<file path="src/rtl/jtmikie_snd_pkg.sv">
// Shared types and constants for the main-to-sound command latch.
// Imported by the sound latch top and its helpers.
package jtmikie_snd_pkg;

  typedef enum logic {
    IDLE = 1'b0,
    REQ  = 1'b1
  } snd_st_t;

  localparam logic [7:0] OVR_MAX = 8'hFF;

endpackage

</file>
<file path="src/rtl/jtmikie_sync2.sv">
// Two-flop synchronizer, parameterized width.
// Both stages clear to zero on reset.
module jtmikie_sync2 #(
  parameter int W = 1
) (
  input  logic         clk,
  input  logic         rst,
  input  logic [W-1:0] d,
  output logic [W-1:0] q
);

  logic [W-1:0] meta;

  always_ff @(posedge clk) begin
    if (rst) begin
      meta <= '0;
      q    <= '0;
    end else begin
      meta <= d;
      q    <= meta;
    end
  end

endmodule

</file>
<file path="src/rtl/jtmikie_sndlatch.sv">
// Sound-side command latch: synchronizes main CPU writes, queues them,
// raises the sound CPU interrupt until acknowledge and serves reads.
module jtmikie_sndlatch
  import jtmikie_snd_pkg::*;
#(
  parameter int AW = 0
) (
  input  logic        clk,
  input  logic        rst,
  input  logic [7:0]  main_latch,
  input  logic        m2s_on,
  input  logic        rd,
  input  logic        irq_ack,
  output logic [7:0]  dout,
  output logic        int_n,
  output logic [AW:0] level,
  output logic [7:0]  ovr_cnt
);

  localparam int DEPTH = 1 << AW;
  localparam int PW    = (AW == 0) ? 1 : AW;
  localparam logic [AW:0] FULL_LVL = (AW+1)'(DEPTH);

  function automatic logic [PW-1:0] ptr_inc(input logic [PW-1:0] p);
    if (AW == 0) return '0;
    return p + 1'b1;
  endfunction

  function automatic logic [PW-1:0] ptr_dec(input logic [PW-1:0] p);
    if (AW == 0) return '0;
    return p - 1'b1;
  endfunction

  logic          s2, s2_d, armed;
  logic [1:0]    flush;
  logic [7:0]    lat;
  logic [7:0]    mem [DEPTH];
  logic [PW-1:0] wr_ptr, rd_ptr;
  snd_st_t       st;

  jtmikie_sync2 #(.W(1)) u_stb (
    .clk (clk),
    .rst (rst),
    .d   (m2s_on),
    .q   (s2)
  );

  jtmikie_sync2 #(.W(8)) u_dat (
    .clk (clk),
    .rst (rst),
    .d   (main_latch),
    .q   (lat)
  );

  logic          ev, pop, full, more;
  logic [PW-1:0] widx, wr_n, rd_n;
  logic [AW:0]   lvl_n;
  logic [7:0]    dout_n;
  snd_st_t       st_n;

  always_comb begin
    ev     = s2 & ~s2_d & armed;
    pop    = rd & (level != '0);
    full   = (level == FULL_LVL) & ~pop;
    widx   = full ? ptr_dec(wr_ptr) : wr_ptr;
    wr_n   = (ev && !full) ? ptr_inc(wr_ptr) : wr_ptr;
    rd_n   = pop ? ptr_inc(rd_ptr) : rd_ptr;
    lvl_n  = level;
    if (ev && !full && !pop) lvl_n = level + 1'b1;
    if (pop && !ev) lvl_n = level - 1'b1;
    more   = pop && (lvl_n != '0);
    dout_n = dout;
    if (lvl_n != '0) dout_n = (ev && widx == rd_n) ? lat : mem[rd_n];
    st_n   = st;
    unique case (st)
      IDLE: if (ev || more) st_n = REQ;
      REQ:  if (irq_ack && !ev && !more) st_n = IDLE;
    endcase
  end

  always_ff @(posedge clk) begin
    if (ev) mem[widx] <= lat;
  end

  always_ff @(posedge clk) begin
    if (rst) begin
      s2_d    <= 1'b0;
      flush   <= 2'b00;
      armed   <= 1'b0;
      wr_ptr  <= '0;
      rd_ptr  <= '0;
      level   <= '0;
      ovr_cnt <= 8'h00;
      dout    <= 8'h00;
      st      <= IDLE;
      int_n   <= 1'b1;
    end else begin
      s2_d   <= s2;
      flush  <= {flush[0], 1'b1};
      // s2 only mirrors the pin once the reset zeros have drained out
      if (flush[1] && !s2) armed <= 1'b1;
      wr_ptr <= wr_n;
      rd_ptr <= rd_n;
      level  <= lvl_n;
      dout   <= dout_n;
      if (ev && full && ovr_cnt != OVR_MAX) ovr_cnt <= ovr_cnt + 8'd1;
      st     <= st_n;
      int_n  <= (st_n != REQ);
    end
  end

endmodule

</file>
<file path="config.mk">
export PLATFORM = sky130hd
export DESIGN_NAME = jtmikie_sndlatch
export DESIGN_NICKNAME = d
export VERILOG_FILES = /design/src/rtl/jtmikie_snd_pkg.sv /design/src/rtl/jtmikie_sync2.sv /design/src/rtl/jtmikie_sndlatch.sv
export SDC_FILE = /design/constraint.sdc
export NUM_CORES = 1
export LEC_CHECK = 0
export CAP_MARGIN = 5
export CORE_ASPECT_RATIO = 2
export CORE_UTILIZATION = 51
export DETAILED_ROUTE_END_ITERATION = 6
export PLACE_DENSITY = 0.81
export SLEW_MARGIN = 20
export SYNTH_ARGS = -nofsm -noshare
export SYNTH_HDL_FRONTEND = slang
export SYNTH_SLANG_ARGS = --single-unit
</file>
<file path="constraint.sdc">
create_clock -name clk -period 1.6 [get_ports clk]
set_input_delay 0.32 -clock clk [delete_from_list [all_inputs] [get_ports clk]]
set_output_delay 0.32 -clock clk [all_outputs]
set_load 0.03 [all_outputs]
</file>
==> Word-level counts from Yosys, hierarchy flattened <==
Memories as Yosys holds them, arrays and structs flattened.
Cells that the tools add are included.
{ "totals": {"ff_bits": 42, "latchBits": 0, "ramBits": 8, "romBits": 0, "inputBits": 13, "wordCells": 54, "mem_count": 1} }
{ "op_classes": {"addsub": 3, "mul": 0, "n_div": 0, "order_cmp": 0, "eq_ne": 1, "shift": 0, "mux": 10, "n_bitwise": 9, "n_reduce_logical": 16} }
{ "memory_table": {"columns": ["name", "depth", "word_bits", "read_ports", "rd_ports_with_merged_regs", "write_ports", "line", "source"], "rows": [
  ["mem", 1, 8, 1, 0, 1, "jtmikie_sndlatch.sv:37", "logic [7:0] mem [DEPTH];"]
]} }
{ "ops": {"columns": ["cell", "n"], "rows": [
  ["$logic_and 1x1->1", 10],
  ["$add 8x1->8 const B", 1],
  ["$mux 1", 8],
  ["$mux 8", 1],
  ["$ne 8x8->1 const B", 1],
  ["$logic_not 1->1", 5],
  ["$not 1->1", 5],
  ["$and 1x1->1", 4],
  ["$pmux 1 s2", 1],
  ["$add 1x1->1 const B", 1],
  ["$logic_or 1x1->1", 1],
  ["$sub 1x1->1 const B", 1]
]} }

==> Depth between registers and ports, before layout <==
Gate-level depths: netlist of run 1.
{ "logic_depth": {"depth_word": 14, "depth_mapped": 5, "mapped_depth_nobuf": 5} }

==> Modules after synthesis <==
Synthesis of run 1 repeated with hierarchy kept, for this count alone.
{ "hier_totals": {"cells_unflattened": 151, "area_unflattened_um2": 1751.7} }
{ "by_module_without_submodules": {"columns": ["mod", "instances", "cells_each", "area_per_inst_um2", "seq_area_each_um2"], "rows": [
  ["jtmikie_sndlatch", 1, 114, 1234.9, 720.7],
  ["jtmikie_sync2 at u_dat", 1, 33, 464.2, 320.3],
  ["jtmikie_sync2 at u_stb", 1, 4, 52.6, 40.0]
]} }

==> Least setup slack after synthesis of run 1 <==
Ideal clock, no wire load.
{ "synth_path": {"path_type": "register to register", "startpoint": "reg ovr_cnt[0]", "endpoint": "reg ovr_cnt[4]", "arrival_ps": 1486, "required_time_ps": 1477, "path_slack_ps": -9, "path_stages_with_launch": 5, "n_path_buf": 0, "period_less_slack_ps": 1609, "cell_sequence": "dfxtp_1 > ha_1 > and3_4 > nand4_1 > mux2_1"} }
{ "synth_via": {"elab_chain_len": 2, "elab_cells_between_ends": 3, "cone_classes": "add/sub: 1; eq/ne: 1; reduce/logical: 1"} }
{ "synth_lines": {"columns": ["element", "line", "source"], "rows": [
  ["start: declaration", "jtmikie_sndlatch.sv:17", "output logic [7:0] ovr_cnt"],
  ["start signal: assignment", "jtmikie_sndlatch.sv:106", "if (ev && full && ovr_cnt != OVR_MAX) ovr_cnt <= ovr_cnt + 8'd1;"],
  ["parallel branches: the longest is 2 deep, another holds $add 8x1->8", null, null]
]} }
Parallel ways; which one is timed is not known.
A chain may end at the register's enable or synchronous reset.

==> Final worst setup path of run 1 <==
{ "layout_path": {"startpoint": "in rd", "endpoint": "reg ovr_cnt[7]"} }
{ "layout_via": {"elab_chain_len": 5} }
{ "layout_lines": {"columns": ["element", "line", "source"], "rows": [
  ["start: declaration", "jtmikie_sndlatch.sv:12", "input logic rd,"],
  ["$and 1x1->1", "jtmikie_sndlatch.sv:63", "pop = rd & (level != '0);"],
  ["$not 1->1", "jtmikie_sndlatch.sv:64", "full = (level == FULL_LVL) & ~pop;"],
  ["$and 1x1->1", "jtmikie_sndlatch.sv:64", null],
  ["$logic_and 1x1->1 (2 in series)", "jtmikie_sndlatch.sv:106", null]
]} }
No other way between the ends.

==> run summary, run 1 <==
net count of the finished layout: 207
Final Hold Fails: 0
largest clock skew in the final design: 0.007646 ns
Worst Path Arrival: 1.78 ns
clock period minus worst slack: 1.581 ns
gr ovfl total: 0
number of antenna violations at the first check in global routing: 0
HPWL reported at the end of detailed placement: 2439 µm
Post-Syn Area per Cell: 11.76 µm²
Static Leak: 0.0009536 µW
total routing resource utilization after global routing: 20.22%
number of buffers created by CTS: 5
cell total after placement: 217
largest incremental delay on the critical path: 0.46 ns
endpoints failing setup: 0
outcome: finished, violations left
proportion of synthesized chip area in sequential cells: 61.67%
multi-input gate area in the final layout: 634.4 µm²
core region area: 3229 µm²
Total Die Area: 3690 µm²
count of buffers added by post-CTS timing repair for setup: 0
number of ports placed on the die boundary: 31
drt first-iter violations: 17
via/cell ratio: 5.467
slowest library cell on the worst path: sky130_fd_sc_hd__clkdlybuf4s50_1
TritonCTS sink count: 50
count of flip-flops with a built-in enable after synthesis: 8
maximum fanout along the worst path: 3
Via Count: 1,230
pin count of the biggest net entering global routing: 20
number of buffers between clock root and the deepest sink: 2
routed len/inst: 14.05 µm
die outline height: 84.91 µm
failing checks: design-rule violations
latest clock arrival within the worst-skew pair: 0.30 ns
count of final max-slew check failures: 0
Most used DFF post-synth: sky130_fd_sc_hd__dfxtp_1
maximum frequency from static timing analysis: 632.5 MHz
count of nets left with antenna violations after detail routing: 0
remaining max-slew budget at the tightest pin: 75.95%
post-route clock period utilization: 98.82%
synthesized area: 1753 µm²
asr flop ratio synth: 0%
IR Drop Worst-Case VDD: 0.0008655 V
total placed instance area: 2168 µm²
count of buffers inserted at the top-level ports: 30
layout overhead on the synthesized area: 27.69%
first-pass GRT wire length: 5430 µm
reg-to-reg critical path startpoint: ovr_cnt[1]
TritonCTS clock tree: built
CP startpoint: rd
Yosys warning total: 0
max capacitance violation total: 0
start point of the worst min-delay path: u_dat.q[4]
total wire length: 3162 µm
element type at the critical path start: input port
initial core utilization: 54.28%
post-CTS clock slew at the launch and capture registers of the worst setup and hold paths: 0.09 ns
DR pass1 iterations: 7
DRC violations left: 4
Least-Margin Pin Slew: 0.3607 ns
final cell count without fillers: 225
width of the die: 43.46 µm
CP Cell Sequence: clkdlybuf4s50_1 > nand4b_1 > a2111oi_4 > a21oi_1 > a31o_1
number of levels in the clock H-tree: 2
fill count: 258
Worst Path Class, Setup: in -> reg
total power per unit cell area: 949.4 nW/µm²
layout cell share with drive strength beyond 1: 15.46%
clock root buffer: sky130_fd_sc_hd__clkbuf_8
gate count of the mapped netlist: 149
number of antenna diodes: 0
worst hold-check path type: reg -> reg
standard-cell row count: 29
capturing element type of the critical path: flip-flop
data required time at the worst endpoint: 1.80 ns
cell area after layout: 2238 µm²
cts-stage hold buffer count: 0
unrepaired setup endpoints after global routing: no
number of nets in the synthesized netlist: 163
total area of sequential cells: 1082 µm²
Netlist cell types: 37
via count of the first global-routing pass: 1,263
final RePlAce weighted congestion: 0.7864
number of synthesized register bits: 50
registers in the layout, summed over array words and instances (netlist names), 2 cells and up:
signal	cells
dout	8
mem	8
ovr_cnt	8
u_dat.meta	8
u_dat.q	8
flush	2
repair_timing:
item / in CTS / in global routing
endpoints found under the hold margin: 0 / 0
endpoints found under the setup margin: 18 / 1
resized for setup: 18 / 1
pin swaps: 0 / 0
cell type report:
class                   instances  area share (%)
clock buffers                   5           3.074
repair buffers                 40           16.32
inverters                       7           1.230
clock inverters                 3          0.9503
well taps                      31           1.733
multi-input cells              89           28.34
flip-flops and latches         50           48.35
final timing paths:
check / end / slack (ns) / depth (start not counted)
min: mem[0][4] / 0.44 / 0
max reg2reg: ovr_cnt[1] / 0.12 / 5
min reg2reg: mem[0][4] / 0.44 / 0
max: ovr_cnt[7] / 0.02 / 5
per-stage QoR:
stage               hold slack, ns  utilization [%]  TNS [ns]  total power, µW  setup slack (ns)
floorplan                   0.4080                -         0             1389          0.002105
global placement            0.4184            67.14   -0.7499             1439           -0.1538
detailed placement          0.4204            67.14    -1.688             1446           -0.2735
CTS                         0.4401            69.24         0             2155           0.05224
global route                0.4456            69.31         0             2215          0.003005
finish                      0.4360            69.31         0             2125           0.01894
Yosys cell counts, drive strengths merged, types with 2 or more instances:
cell    count  area, µm²
nor2b      20      125.1
nor2        7      26.28
and3        4      35.03
nand4       4      25.02
nand3       2      15.01
o211ai      2      15.01
o21ai       9      45.04
mux2i       9      90.09
a21oi       5      36.29
edfxtp      8      240.2
nand2      10      37.54
clkbuf      2      7.510
inv         6      22.52
and2        2      13.77
dfxtp      42      840.8
critical path: cells and delay by family:
kind / cells / cell delay (ns)
AO/OA/AOI/OAI: 3 / 0.74
buffers and inverters: 1 / 0.46
AND/OR/NAND/NOR: 1 / 0.26
cell families after synthesis:
logic type | Yosys count | share of synthesized area (%)
AO/OA/AOI/OAI | 22 | 9.708
XOR/XNOR | 2 | 0.9995
adder cells (fa/ha/maj) | 1 | 0.7137
buffers and inverters | 10 | 2.284
flip-flops | 50 | 61.67
multiplexers | 10 | 5.782
AND/OR/NAND/NOR | 54 | 18.84
routing by layer:
| layer | vias to the layer above | global-route usage (%) | wire [µm] |
|---|---|---|---|
| met2 | 36 | 37.19 | 1834 |
| met1 | 584 | 18.85 | 1112 |
| met5 | - | 0 | 0 |
| met4 | 0 | 11.36 | 93 |
| li1 | 599 | - | - |
| met3 | 11 | 5.532 | 122 |
cells in the final DEF (no fill, tap or decap), types with 4 or more instances in the layout:
| cell | count |
|---|---|
| sky130_fd_sc_hd__mux2i_1 | 9 |
| sky130_fd_sc_hd__edfxtp_1 | 8 |
| sky130_fd_sc_hd__nor2b_1 | 20 |
| sky130_fd_sc_hd__clkbuf_8 | 5 |
| sky130_fd_sc_hd__dfxtp_1 | 41 |
| sky130_fd_sc_hd__nand2_1 | 10 |
| sky130_fd_sc_hd__dlygate4sd2_1 | 18 |
| sky130_fd_sc_hd__nor2_1 | 7 |
| sky130_fd_sc_hd__buf_4 | 9 |
| sky130_fd_sc_hd__o21ai_0 | 8 |
| sky130_fd_sc_hd__nand4_1 | 4 |
| sky130_fd_sc_hd__clkdlybuf4s50_1 | 12 |
| sky130_fd_sc_hd__inv_1 | 6 |
| sky130_fd_sc_hd__a21oi_1 | 4 |
power breakdown:
part / switching [µW] / internal, µW
Sequential: 11.2 / 1300
Clock: 405 / 307
Combinational: 41.9 / 56.3
No activity file was read; power rests on OpenSTA's default activity.
==> run 2: changes to the inputs <==
--- a/config.mk
+++ b/config.mk
@@ -13,4 +13,6 @@
 export SLEW_MARGIN = 20
 export SYNTH_ARGS = -nofsm -noshare
 export SYNTH_HDL_FRONTEND = slang
+export SYNTH_HIERARCHICAL = 1
 export SYNTH_SLANG_ARGS = --single-unit
+export TNS_END_PERCENT = 50
==> run 2 against run 1 <==
Compared with the run above:
- the run still ends with design-rule violations left
- total power rose by 7.2%
- via count increased by 2.6%
- largest power group unchanged
- global-route usage increased by 0.21 points
- die area hardly changed
- sequential share of layout area is 0.69 points lower
- wire length grew 11%
- synthesized cell count up 1.3%
==> run summary, run 2 <==
DR pass1 iterations: 6 (-1)
cell type with the highest aggregate area in the netlist: sky130_fd_sc_hd__dfxtp_1
design internal power: 1834 µW (+10%)
Worst Path Class, Setup: in -> reg
synthesized area: 1752 µm² (about the same)
cell types with the highest counts after synthesis: sky130_fd_sc_hd__dfxtp_1, sky130_fd_sc_hd__o21ai_0, sky130_fd_sc_hd__nand2_1
outcome: finished, violations left
Netlist cell types: 32 (-14%)
reg-to-reg critical path startpoint: armed
Cells on Worst Hold Path: 0 (unchanged)
data required time at the worst endpoint: 1.83 ns (+0.03 ns)
cts-stage hold buffer count: 0 (unchanged)
Via Count: 1,262 (+2.6%)
total wire length: 3519 µm (+11%)
share of total power in the clock network: 37.7% (+4.2 points)
cell depth of the worst flop-to-flop path: 6 (+1)
Critical R2R Capture: ovr_cnt[4]
register-to-register setup slack: 0.06 ns (-0.06 ns)
count of flip-flops with a built-in enable after synthesis: 8 (unchanged)
Yosys warning total: 6 (+6)
most frequent cells in the layout: sky130_fd_sc_hd__dfxtp_1, sky130_fd_sc_hd__dlygate4sd2_1, sky130_fd_sc_hd__o21ai_0
net switching power of the design: 445.5 µW (-2.7%)
part of the power in registers: 57.7% (-4.2 points)
layout overhead on the synthesized area: 29.79%
Most used DFF post-synth: sky130_fd_sc_hd__dfxtp_1
initial core utilization: 54.24% (about the same)
most used standard cell by instance count after synthesis: sky130_fd_sc_hd__dfxtp_1
crit path capture: ovr_cnt[4]
worst hold-check path type: reg -> reg
number of levels in the clock H-tree: 2 (unchanged)
max capacitance violation total: 0 (unchanged)
net count of the finished layout: 210 (+1.4%)
final RePlAce weighted congestion: 0.8370 (+6.4%)
DRC violations left: 4 (unchanged)
power after layout: 2279 µW (+7.2%)
CP startpoint: rd
pin count of the biggest net entering global routing: 25 (+25%)
failing checks: design-rule violations
total routing resource utilization after global routing: 20.43% (+0.21 points)
post-CTS clock slew at the launch and capture registers of the worst setup and hold paths: 0.09 ns (about the same)
Post-Syn Area per Cell: 11.60 µm² (-1.4%)
Static Leak: 0.0009604 µW (+0.72%)
maximum frequency from static timing analysis: 633.9 MHz (+0.22%)
standard-cell row count: 29 (unchanged)
asr flop ratio synth: 0% (unchanged)
IR Drop Worst-Case VDD: 0.001358 V (+57%)
most common cell after layout, fill and taps aside: sky130_fd_sc_hd__dfxtp_1
drt first-iter violations: 72 (+55)
Worst Path Arrival: 1.81 ns (+0.03 ns)
worst slack after detailed placement: -0.2740 ns (-0.0004670 ns)
clock root buffer: sky130_fd_sc_hd__clkbuf_8
count of buffers inserted at the top-level ports: 30 (unchanged)
number of ports placed on the die boundary: 31 (unchanged)
gr ovfl total: 0 (unchanged)
cell types occupying the most area after synthesis: sky130_fd_sc_hd__dfxtp_1, sky130_fd_sc_hd__edfxtp_1, sky130_fd_sc_hd__mux2i_1, sky130_fd_sc_hd__o21ai_0, sky130_fd_sc_hd__and2b_2
Logic pwr share: 4.5% (about the same)
count of final max-slew check failures: 0 (unchanged)
count of nets left with antenna violations after detail routing: 0 (unchanged)
top-area cell type share of the netlist area: 48.00% (about the same)
remaining max-slew budget at the tightest pin: 78.19% (+2.2 points)
number of antenna violations at the first check in global routing: 0 (unchanged)
total negative setup slack: 0 ns (unchanged)
number of buffers between clock root and the deepest sink: 2 (unchanged)
endpoints failing setup: 0 (unchanged)
setup slack of the critical path after layout: 0.02242 ns (+0.003475 ns)
gate count of the mapped netlist: 151 (+1.3%)
width of the die: 43.44 µm (about the same)
maximum fanout along the worst path: 4 (+1)
number of nets in the synthesized netlist: 165 (+1.2%)
HPWL reported at the end of detailed placement: 2437 µm (about the same)
TritonCTS clock tree: built
Total Die Area: 3687 µm² (about the same)
routed len/inst: 15.43 µm (+9.8%)
number of antenna diodes: 0 (unchanged)
start point of the worst min-delay path: u_dat/q[4]
TritonCTS sink count: 50 (unchanged)
total power per unit cell area: 1002 nW/µm² (+5.6%)
largest clock skew in the final design: 0.005148 ns (-0.002498 ns)
Least-Margin Pin Slew: 0.3257 ns (-0.03507 ns)
via count of the first global-routing pass: 1,196 (-5.3%)
element type at the critical path start: input port
switching power share of the total: 19.55% (-2.0 points)
die outline height: 84.88 µm (about the same)
number of buffers created by CTS: 5 (unchanged)
latest clock arrival within the worst-skew pair: 0.30 ns (about the same)
unrepaired setup endpoints after global routing: no
clock period minus worst slack: 1.578 ns (-0.003475 ns)
proportion of synthesized chip area in sequential cells: 61.71% (about the same)
post-route clock period utilization: 98.60% (-0.22 points)
capturing element type of the critical path: flip-flop
Final Hold Fails: 0 (unchanged)
first-pass GRT wire length: 5568 µm (+2.5%)
layout cell share with drive strength beyond 1: 19.29% (+3.8 points)
number of synthesized register bits: 50 (unchanged)
core region area: 3229 µm² (unchanged)
via/cell ratio: 5.535 (+1.3%)
-- run 2: cell types whose count changed after synthesis, sizes merged, moves of 4 or more --
cell	previous run	this run
nor2b	20	13
and2b	1	7
o21ai	9	15
nand3	2	6
-- run 2: stage by stage --
stage | area (µm²) | utilization [%] | std cells | hold slack, ns
after floorplan | 1754 | - | 151 | 0.3916
after global placement | 2171 | 67.22 | 219 | 0.4179
after detailed placement | 2171 | 67.22 | 219 | 0.4220
after CTS | 2255 | 69.82 | 227 | 0.4367
after global routing | 2273 | 70.40 | 228 | 0.4530
final | 2273 | 70.40 | 228 | 0.4369
-- run 2: what timing repair did --
item                                    in CTS  in global routing
endpoints found under the setup margin      18                  2
setup buffers                                0                  1
pin swaps                                    0                  1
endpoints found under the hold margin        0                  0
gates resized for setup                     18                  3
-- run 2: critical path, cell delays in order --
cell and delay, ns:
sky130_fd_sc_hd__clkdlybuf4s50_1 0.41, sky130_fd_sc_hd__and2b_2 0.28, sky130_fd_sc_hd__nand3_4 0.10, sky130_fd_sc_hd__buf_4 0.16
sky130_fd_sc_hd__or3_4 0.38, sky130_fd_sc_hd__a21oi_2 0.16
-- run 2: worst min path at each step --
stage                 end  slack [ns]
2_1_floorplan    flush[1]        0.39
3_3_place_gp   u_dat/q[3]        0.42
3_5_place_dp   u_dat/q[4]        0.42
4_1_cts         mem[0][4]        0.44
5_1_grt         mem[0][6]        0.45
6_report        mem[0][4]        0.44
-- run 2: final cells by class --
| class | instances | area [µm²] |
|---|---|---|
| Sequential cell | 50 | 1084 |
| Fill cell | 233 | 955.9 |
| Multi-Input combinational cell | 92 | 633.1 |
| Timing Repair Buffer | 40 | 377.9 |
| Clock buffer | 7 | 76.32 |
| Tap cell | 31 | 38.79 |
| Inverter | 7 | 33.78 |
| Clock inverter | 1 | 30.03 |
-- run 2: logic make-up after synthesis --
logic type               share of synthesized area [%]
AND/OR/NAND/NOR                                  20.50
XOR/XNOR                                        0.5001
flip-flops                                       61.71
adder cells (fa/ha/maj)                         0.7142
buffers and inverters                            2.643
multiplexers                                     5.715
AO/OA/AOI/OAI                                    8.215
-- run 2: layer usage --
metal  GRT usage, %  up-vias  wire length (µm)
met4          10.51        0               172
met1          22.75      574              1298
li1               -      607                 -
met3          4.255       20               194
met5              0        -                 0
met2          35.26       61              1853
-- run 2: power groups by stage --
| stage | sequential [µW] | clock [µW] | combinational [µW] |
|---|---|---|---|
| after global routing | 1320 | 911 | 112 |
| after floorplan | 1350 | 0 | 45.5 |
| final | 1320 | 860 | 103 |
| after global placement | 1340 | 0 | 101 |
| after detailed placement | 1350 | 0 | 105 |
| after CTS | 1320 | 877 | 104 |
